==> src/rtl/imem_boot_controller_pkg.sv <==
// imem_boot_controller_pkg: state encoding and default geometry shared by the
// boot controller, the CPU and the instruction memory.
package imem_boot_controller_pkg;
   localparam int          IMEM_ADDR_W    = 8;
   localparam int          IMEM_DATA_W    = 16;
   localparam logic [15:0] IMEM_FILL_WORD = 16'h0000;

   typedef enum logic [1:0] {
      LOAD  = 2'd0,
      CLEAR = 2'd1,
      RUN   = 2'd2,
      HALT  = 2'd3
   } state_e;
endpackage

==> src/rtl/imem_boot_controller.sv <==
// imem_boot_controller: streams a program image into instruction memory, fills the rest,
// then hands the memory read port to CPU fetch; supports debug halt and reload.
module imem_boot_controller
   import imem_boot_controller_pkg::*;
#(
   parameter int                ADDR_W    = IMEM_ADDR_W,
   parameter int                DATA_W    = IMEM_DATA_W,
   parameter logic [DATA_W-1:0] FILL_WORD = IMEM_FILL_WORD
) (
   input  logic              clk,
   input  logic              reset_n,
   input  logic              ld_valid,
   output logic              ld_ready,
   input  logic [DATA_W-1:0] ld_data,
   input  logic              ld_last,
   input  logic [ADDR_W-1:0] cpu_pc,
   output logic [DATA_W-1:0] cpu_instr,
   output logic              cpu_stall,
   input  logic              dbg_halt_req,
   input  logic              dbg_reload,
   output logic [ADDR_W-1:0] mem_addr,
   output logic [DATA_W-1:0] mem_wdata,
   output logic              mem_we,
   input  logic [DATA_W-1:0] mem_rdata,
   output logic [ADDR_W:0]   load_count,
   output logic              busy
);
   state_e            state_q, state_d;
   logic [ADDR_W-1:0] wr_ptr_q, wr_ptr_d;
   logic [ADDR_W:0]   load_count_q, load_count_d;
   logic              writing;
   logic              at_end;

   assign writing = (state_q == LOAD) || (state_q == CLEAR);
   assign at_end  = &wr_ptr_q;

   always_ff @(posedge clk or negedge reset_n) begin
      if (!reset_n) begin
         state_q      <= LOAD;
         wr_ptr_q     <= '0;
         load_count_q <= '0;
      end else begin
         state_q      <= state_d;
         wr_ptr_q     <= wr_ptr_d;
         load_count_q <= load_count_d;
      end
   end

   // The last address always ends the image, whether or not ld_last is set on it.
   always_comb begin
      state_d      = state_q;
      wr_ptr_d     = wr_ptr_q;
      load_count_d = load_count_q;
      case (state_q)
         LOAD:
            if (ld_valid) begin
               wr_ptr_d     = wr_ptr_q + 1'b1;
               load_count_d = load_count_q + 1'b1;
               state_d      = at_end ? RUN : (ld_last ? CLEAR : LOAD);
            end
         CLEAR: begin
            wr_ptr_d = wr_ptr_q + 1'b1;
            state_d  = at_end ? RUN : CLEAR;
         end
         RUN:
            state_d = dbg_halt_req ? HALT : RUN;
         HALT:
            if (dbg_reload) begin
               state_d      = LOAD;
               wr_ptr_d     = '0;
               load_count_d = '0;
            end else if (!dbg_halt_req) begin
               state_d = RUN;
            end
         default: state_d = LOAD;
      endcase
   end

   assign ld_ready   = state_q == LOAD;
   assign busy       = writing;
   assign cpu_stall  = state_q != RUN;
   assign mem_addr   = writing ? wr_ptr_q : cpu_pc;
   assign mem_wdata  = (state_q == LOAD) ? ld_data : FILL_WORD;
   assign mem_we     = (ld_valid && state_q == LOAD) || state_q == CLEAR;
   assign cpu_instr  = (state_q == RUN) ? mem_rdata : FILL_WORD;
   assign load_count = load_count_q;
endmodule

==> config.mk <==
export PLATFORM = sky130hd
export DESIGN_NAME = imem_boot_controller
export DESIGN_NICKNAME = d
export VERILOG_FILES = /design/src/rtl/imem_boot_controller_pkg.sv /design/src/rtl/imem_boot_controller.sv
export SDC_FILE = /design/constraint.sdc
export NUM_CORES = 1
export LEC_CHECK = 0
export ABC_AREA = 1
export BUFFER_PORTS_ARGS = -buffer_cell sky130_fd_sc_hd__buf_4
export CAP_MARGIN = 0
export CORE_MARGIN = 2
export CORE_UTILIZATION = 46
export CTS_CLUSTER_SIZE = 12
export DETAILED_ROUTE_END_ITERATION = 12
export PLACE_DENSITY = 0.95
export SYNTH_ARGS = -nofsm -noshare
export SYNTH_HDL_FRONTEND = slang
export SYNTH_SLANG_ARGS = --single-unit
export TNS_END_PERCENT = 10
==> constraint.sdc <==
create_clock -name clk -period 2.44 [get_ports clk]
set_clock_uncertainty 0.15 [all_clocks]
set_input_delay 0.122 -clock clk [delete_from_list [all_inputs] [get_ports clk]]
set_output_delay 0.122 -clock clk [all_outputs]
set_load 0.03 [all_outputs]
==> metrics.md, run 1 <==
| Metric | Value |
|---|---|
| Fillers | `261` |
| Tcrit/Tclk final | `85.6%` |
| I/O Pins | `99` |
| Startpoint types | `flip-flop` |
| Min Tclk post-route | `2090 ps` |
| Pint | `1.03 mW` |
| Min-delay worst type | `in2reg` |
| Final Hold Viols | `0` |
| Largest net degree at the start of global routing | `20` |
| Peak VDD IR | `0.662 mV` |
| Critical Path AT | `1820 ps` |
| Crit path cell chain | `buf_4 > nand2_2 > nor2_1 > buf_4` |
| Worst Tran Pin Value | `426 ps` |
| Post-DP HPWL | `3740 um` |
| DR DRC count | `0` |
| # H-tree levels | `1` |
| Initial Util | `49.2%` |
| I/O Buffers | `98` |
| CP max stage delay | `580 ps` |
| Syn Std Cell Area | `1540 um2` |
| Post-Syn Instances | `246` |
| Worst-Skew Late Latency | `310 ps` |
| Largest area contributor in the netlist | `dfrtp_1` |
| Syn Nets | `294` |
| Drt total wl | `4620 um` |
| Clock-pin slew on the worst setup and hold paths | `110 ps` |
| Antenna Nets Post-Route | `0` |
| Sink Count | `19` |
| WHS | `16.9 ps` |
| Buf+Inv Stages, Crit Path | `2` |
| Register bit total from synthesis | `19` |
| Crit path capture | `cpu_instr[1]` |
| CTS buffer count | `3` |
| CP endpoint kind | `output pin` |
| WL/cell | `11.8 um` |
| Relative slew slack | `71.6%` |
| Remaining Overflow, GRT | `0` |
| Worst reg2reg path startpoint | `state_q[0]$_DFFE_PN0P_` |
| PostCTS Resize Cnt | `0` |
| CTS root buf | `clkbuf_4` |
| Vias per cell | `4.72` |
| Crit path max-delay family | `flip-flops` |
| Sw frac | `55.0%` |
| Fin Setup TNS | `0 ps` |
| Core Region | `3130 um2` |
| Vias | `1840` |
| CTS max path bufs | `2` |
| Initial antenna violation count | `0` |
| Synth-to-layout area growth | `52.4%` |
| Power density cells | `974 nW/um2` |
| Mean Syn Cell Area | `6.25 um2` |
| TritonRoute pass-1 iters | `4` |
| Switching pwr | `1.26 mW` |
| Largest cells by area after synthesis | `dfrtp_1 31%, nor2_1 13%, nand2_1 12%` |
| Fin. max-slew vios | `0` |
| RSZ-0062 raised after global routing | `false` |
| Levels on crit path | `4` |
| Fmax | `479 MHz` |
| Ant. Diodes | `0` |
| Chip width | `61.8 um` |
| Share of total power in sequential cells | `24.2%` |
| Critical-path cell with the highest stage delay | `dfrtp_1` |
| YS warnings | `0` |
| Final core utilization | `74.9%` |
| Most frequent cells in the layout | `99 x buf_4, 54 x nor2_1, 51 x nand2_1` |
| Final #Nets | `395` |
| Iteration-0 DRC count of the detailed router | `78` |
| Setup violators final | `0` |
| Die ar. | `3820 um2` |
| Fin area | `2340 um2` |
| Flop2flop setup slack | `350 ps` |
| First-pass GRT wire length | `6840 um` |
| Critical path launch point | `state_q[1]$_DFFE_PN0P_` |
| GPL Wtd Cong | `0.854` |
| Vias in the first global route | `1648` |
| Critical path fanouts, max | `18` |
| Most used cell, CP | `buf_4` |
| Most common cell after layout, fill and taps aside | `buf_4` |
| Logic gate share of total power | `68.5%` |
| CP required | `2170 ps` |
| CP Class | `reg2out` |
| Post-synthesis cell type count | `24` |
| Status | `finished clean` |
| All-layer global routing usage | `23.6%` |
| Placed cell areas | `2290 um2` |
| Share of cells above drive strength 1 | `33.8%` |
| Die height | `61.8 um` |
| Critical R2R Capture | `state_q[0]$_DFFE_PN0P_` |
| CTS tree | `built` |
| Clock power share | `7.3%` |
| Leak | `1.36 nW` |
| Total power | `2.28 mW` |
| Area share of the leading cell type in the synthesized netlist | `30.9%` |
| Cells on worst reg2reg path | `5` |
| Rows | `20` |
| Sequential fraction of the synthesis area | `30.9%` |
| Max_cap viols | `0` |
-- worst min-delay path, stage by stage --
cell     delay (ps)
buf_4            80
inv_1            70
nor2_4          120
a21oi_1          50
-- logic make-up (layout without fill, tap and decap cells) --
kind of cell / count (synthesis) / in the layout / share of synthesized area, %
and+or+nand+nor: 141 / 141 / 42.5
adders and majority gates: 2 / 2 / 1.63
AOI/OAI and AO/OA: 26 / 26 / 9.11
DFF: 19 / 19 / 30.9
buffers and inverters: 58 / 158 / 15.9
-- Yosys cell counts (all sizes together) --
master	count
inv	52
ha	2
nand4	5
nor2	58
o31ai	1
nor3	2
nand3	17
o21ai	16
nand2	57
buf	6
a31oi	1
dfrtp	19
or2	1
o21a	1
a21oi	7
nand3b	1
-- power groups by stage --
stage	registers (mW)	logic, mW	clock network (mW)
3_5_place_dp	0.554	1.55	0
2_1_floorplan	0.581	1.01	0
4_1_cts	0.549	1.57	0.165
5_1_grt	0.570	1.70	0.180
3_3_place_gp	0.548	1.53	0
6_report	0.552	1.56	0.167
-- worst min path at each step --
stage               startpoint                         to  slack, ps  cells after the start
global placement       reset_n    wr_ptr_q[3]$_DFFE_PN0P_       -140                      1
floorplan              reset_n  load_count[0]$_DFFE_PN0P_       -320                      0
finish              dbg_reload     state_q[1]$_DFFE_PN0P_         20                      4
CTS                 dbg_reload     state_q[1]$_DFFE_PN0P_         20                      4
global route        dbg_reload     state_q[1]$_DFFE_PN0P_         30                      4
detailed placement     reset_n    wr_ptr_q[3]$_DFFE_PN0P_       -140                      1
-- routing by layer --
metal / vias up / track usage [%] / wire (um)
met5: - / 0 / 0
met4: 0 / 6.08 / 57
met3: 9 / 4.35 / 262
met2: 67 / 41.8 / 2550
met1: 821 / 29.6 / 1750
li1: 943 / - / -
-- through the flow --
step	cells	setup WS [ps]
after floorplan	246	727
after global routing	390	272
after CTS	390	401
after global placement	383	741
after detailed placement	383	685
final	390	352
-- final cells by class --
type / instances / area [um2] / area share (%)
tap: 44 / 55.1 / 2.35
sequential: 19 / 475 / 20.3
timing repair buffer: 102 / 773 / 33.0
multi-input combinational: 169 / 818 / 34.9
inverter: 52 / 195 / 8.33
clock buffer: 4 / 26.3 / 1.12
-- registers in the layout, indices dropped and copies added, names as in the netlist --
register    cells
wr_ptr_q        8
state_q         2
load_count      9
-- repair_timing --
action	4_1_cts	5_1_grt
buffers inserted	0	0
hold endpoints to repair	20	0
hold buffers	3	0
Power figures use the tool's default switching activity.
==> inputs of run 2 (changes only) <==
--- a/config.mk
+++ b/config.mk
@@ -12,7 +12,7 @@
 export CORE_UTILIZATION = 46
 export CTS_CLUSTER_SIZE = 12
 export DETAILED_ROUTE_END_ITERATION = 12
-export PLACE_DENSITY = 0.95
+export PLACE_DENSITY = 0.87
 export SYNTH_ARGS = -nofsm -noshare
 export SYNTH_HDL_FRONTEND = slang
 export SYNTH_SLANG_ARGS = --single-unit
==> metrics.md, run 2 (same netlist as run 1, synthesis figures left out) <==
| Metric | Value |
|---|---|
| CTS tree | `built` |
| Most common cell after layout, fill and taps aside | `buf_4` |
| Peak VDD IR | `0.582 mV (-12%)` |
| Initial antenna violation count | `0 (unchanged)` |
| Worst Tran Pin Value | `472 ps (+46.4 ps)` |
| CP required | `2170 ps (about the same)` |
| Hold path depth | `4 (unchanged)` |
| Critical Path AT | `1730 ps (-90 ps)` |
| Die ar. | `3820 um2 (unchanged)` |
| I/O Pins | `99 (unchanged)` |
| CP Class | `reg2out` |
| Vias in the first global route | `1512 (-8.3%)` |
| Worst-Skew Late Latency | `310 ps (about the same)` |
| # H-tree levels | `1 (unchanged)` |
| Min Tclk post-route | `2000 ps (-83.6 ps)` |
| I/O Buffers | `98 (unchanged)` |
| Power density cells | `975 nW/um2 (about the same)` |
| Non-Filler Instances | `389 (-0.26%)` |
| Post-CTS setup buffers | `0 (unchanged)` |
| GPL Wtd Cong | `0.914 (+7.0%)` |
| DR DRC count | `0 (unchanged)` |
| Core Region | `3130 um2 (unchanged)` |
| CP endpoint kind | `output pin` |
| All-layer global routing usage | `22.7% (-0.92 points)` |
| Crit path cell chain | `inv_2 > nand2_2 > nor2_1 > buf_4` |
| Share of cells above drive strength 1 | `34.2% (+0.39 points)` |
| RSZ-0062 raised after global routing | `false` |
| CP max stage delay | `660 ps (+80 ps)` |
| Dpl cells | `383 (unchanged)` |
| Synth-to-layout area growth | `52.0%` |
| TritonRoute pass-1 iters | `4 (unchanged)` |
| Most frequent cells in the layout | `99 x buf_4, 54 x nor2_1, 51 x nand2_1` |
| Rows | `20 (unchanged)` |
| Fin. max-slew vios | `0 (unchanged)` |
| Critical path fanouts, max | `17 (-1)` |
| Critical-path cell with the highest stage delay | `dfrtp_1` |
| Drt total wl | `4380 um (-5.1%)` |
| Fin Setup TNS | `0 ps (unchanged)` |
| CTS root buf | `clkbuf_4` |
| Critical R2R Capture | `wr_ptr_q[7]$_DFFE_PN0P_` |
| Largest net degree at the start of global routing | `20 (unchanged)` |
| Iteration-0 DRC count of the detailed router | `110 (+41%)` |
| Status | `finished clean` |
| Tcrit/Tclk final | `82.2% (-3.4 points)` |
| First-pass GRT wire length | `6490 um (-5.0%)` |
| Initial Util | `49.2% (unchanged)` |
| Cells on worst reg2reg path | `7 (+2)` |
| Worst hold start | `dbg_reload` |
| WL/cell | `11.3 um (-4.9%)` |
| Antenna Nets Post-Route | `0 (unchanged)` |
| Min-delay worst type | `in2reg` |
| Hold Path End | `state_q[1]$_DFFE_PN0P_` |
| Leak | `1.35 nW (-0.37%)` |
| Final #Nets | `394 (-0.25%)` |
| Startpoint types | `flip-flop` |
| Remaining Overflow, GRT | `0 (unchanged)` |
| CTS max path bufs | `2 (unchanged)` |
| Vias | `1790 (-2.7%)` |
| Fillers | `255 (-2.3%)` |
| Clock-pin slew on the worst setup and hold paths | `120 ps (about the same)` |
| Final Hold Viols | `0 (unchanged)` |
| Sink Count | `19 (unchanged)` |
| Post-DP HPWL | `3550 um (-5.1%)` |
| Largest register FFs | `9 (unchanged)` |
| Setup violators final | `0 (unchanged)` |
| Fmax | `499 MHz (+4.2%)` |
| Relative slew slack | `68.5% (-3.1 points)` |
| Flop2flop setup slack | `630 ps (+280 ps)` |
| CTS buffer count | `3 (unchanged)` |
| Vias per cell | `4.60 (-2.5%)` |
| Die height | `61.8 um (unchanged)` |
| Chip width | `61.8 um (unchanged)` |
| Max_cap viols | `0 (unchanged)` |
| Worst reg2reg path startpoint | `state_q[1]$_DFFE_PN0P_` |
| Ant. Diodes | `0 (unchanged)` |
## run 2: cell count changes in the layout (fill, tap and decap cells not counted)
cell and change:
clkbuf_1 -1, dlygate4sd3_1 -1, clkinvlp_4 +1
## run 2: cell type report
cell class / count / area (um2) / share of cell area (%)
Clock inverter: 1 / 7.51 / 0.321
Multi-Input combinational cell: 169 / 818 / 35.0
Tap cell: 44 / 55.1 / 2.36
Inverter: 52 / 195 / 8.35
Timing Repair Buffer: 101 / 763 / 32.7
Clock buffer: 3 / 22.5 / 0.964
Sequential cell: 19 / 475 / 20.3
## run 2: what timing repair did
item	CTS	global route
hold buffers	1	1
resized for setup	0	0
endpoints found under the hold margin	19	1
## run 2: worst max-delay path, delay by kind of cell, from the launching register on
kind	cells	cell delay, ps
buf+inv	2	370
flops	1	660
simple gates	2	400
## run 2: layer usage
layer	routed length, um	GRT usage, %	vias to the layer above
met1	1790	29.8	789
met5	0	0	-
li1	-	-	945
met4	12	6.99	0
met2	2370	38.8	54
met3	207	3.11	2
## run 2: power by group
part / switching [mW] / total, mW / internal [mW] / leakage (nW)
registers: 0.144 / 0.553 / 0.410 / 0.251
clock network: 0.111 / 0.173 / 0.0625 / 0.0139
logic: 1.01 / 1.55 / 0.541 / 1.09
## run 2: per-stage QoR
step                area, um2  hold slack (ps)  utilization, %  setup WS (ps)  total power, mW
detailed placement       2290             -134            73.1            660             2.11
floorplan                1540             -324               -            727             1.59
finish                   2340             30.7            74.7            435             2.28
CTS                      2330             15.4            74.4            439             2.29
global route             2340             25.3            74.7            318             2.45
global placement         2290             -137            73.1            715             2.09
## run 2: worst max path at each step
stage / endpoint / slack, ps / start / cells after the start
2_1_floorplan: mem_addr[4] / 730 / state_q[1]$_DFFE_PN0P_ / 3
3_3_place_gp: wr_ptr_q[6]$_DFFE_PN0P_ / 710 / state_q[1]$_DFFE_PN0P_ / 7
3_5_place_dp: wr_ptr_q[7]$_DFFE_PN0P_ / 660 / state_q[1]$_DFFE_PN0P_ / 7
4_1_cts: mem_wdata[15] / 440 / state_q[1]$_DFFE_PN0P_ / 4
5_1_grt: mem_wdata[5] / 320 / state_q[1]$_DFFE_PN0P_ / 4
6_report: mem_wdata[15] / 440 / state_q[1]$_DFFE_PN0P_ / 4
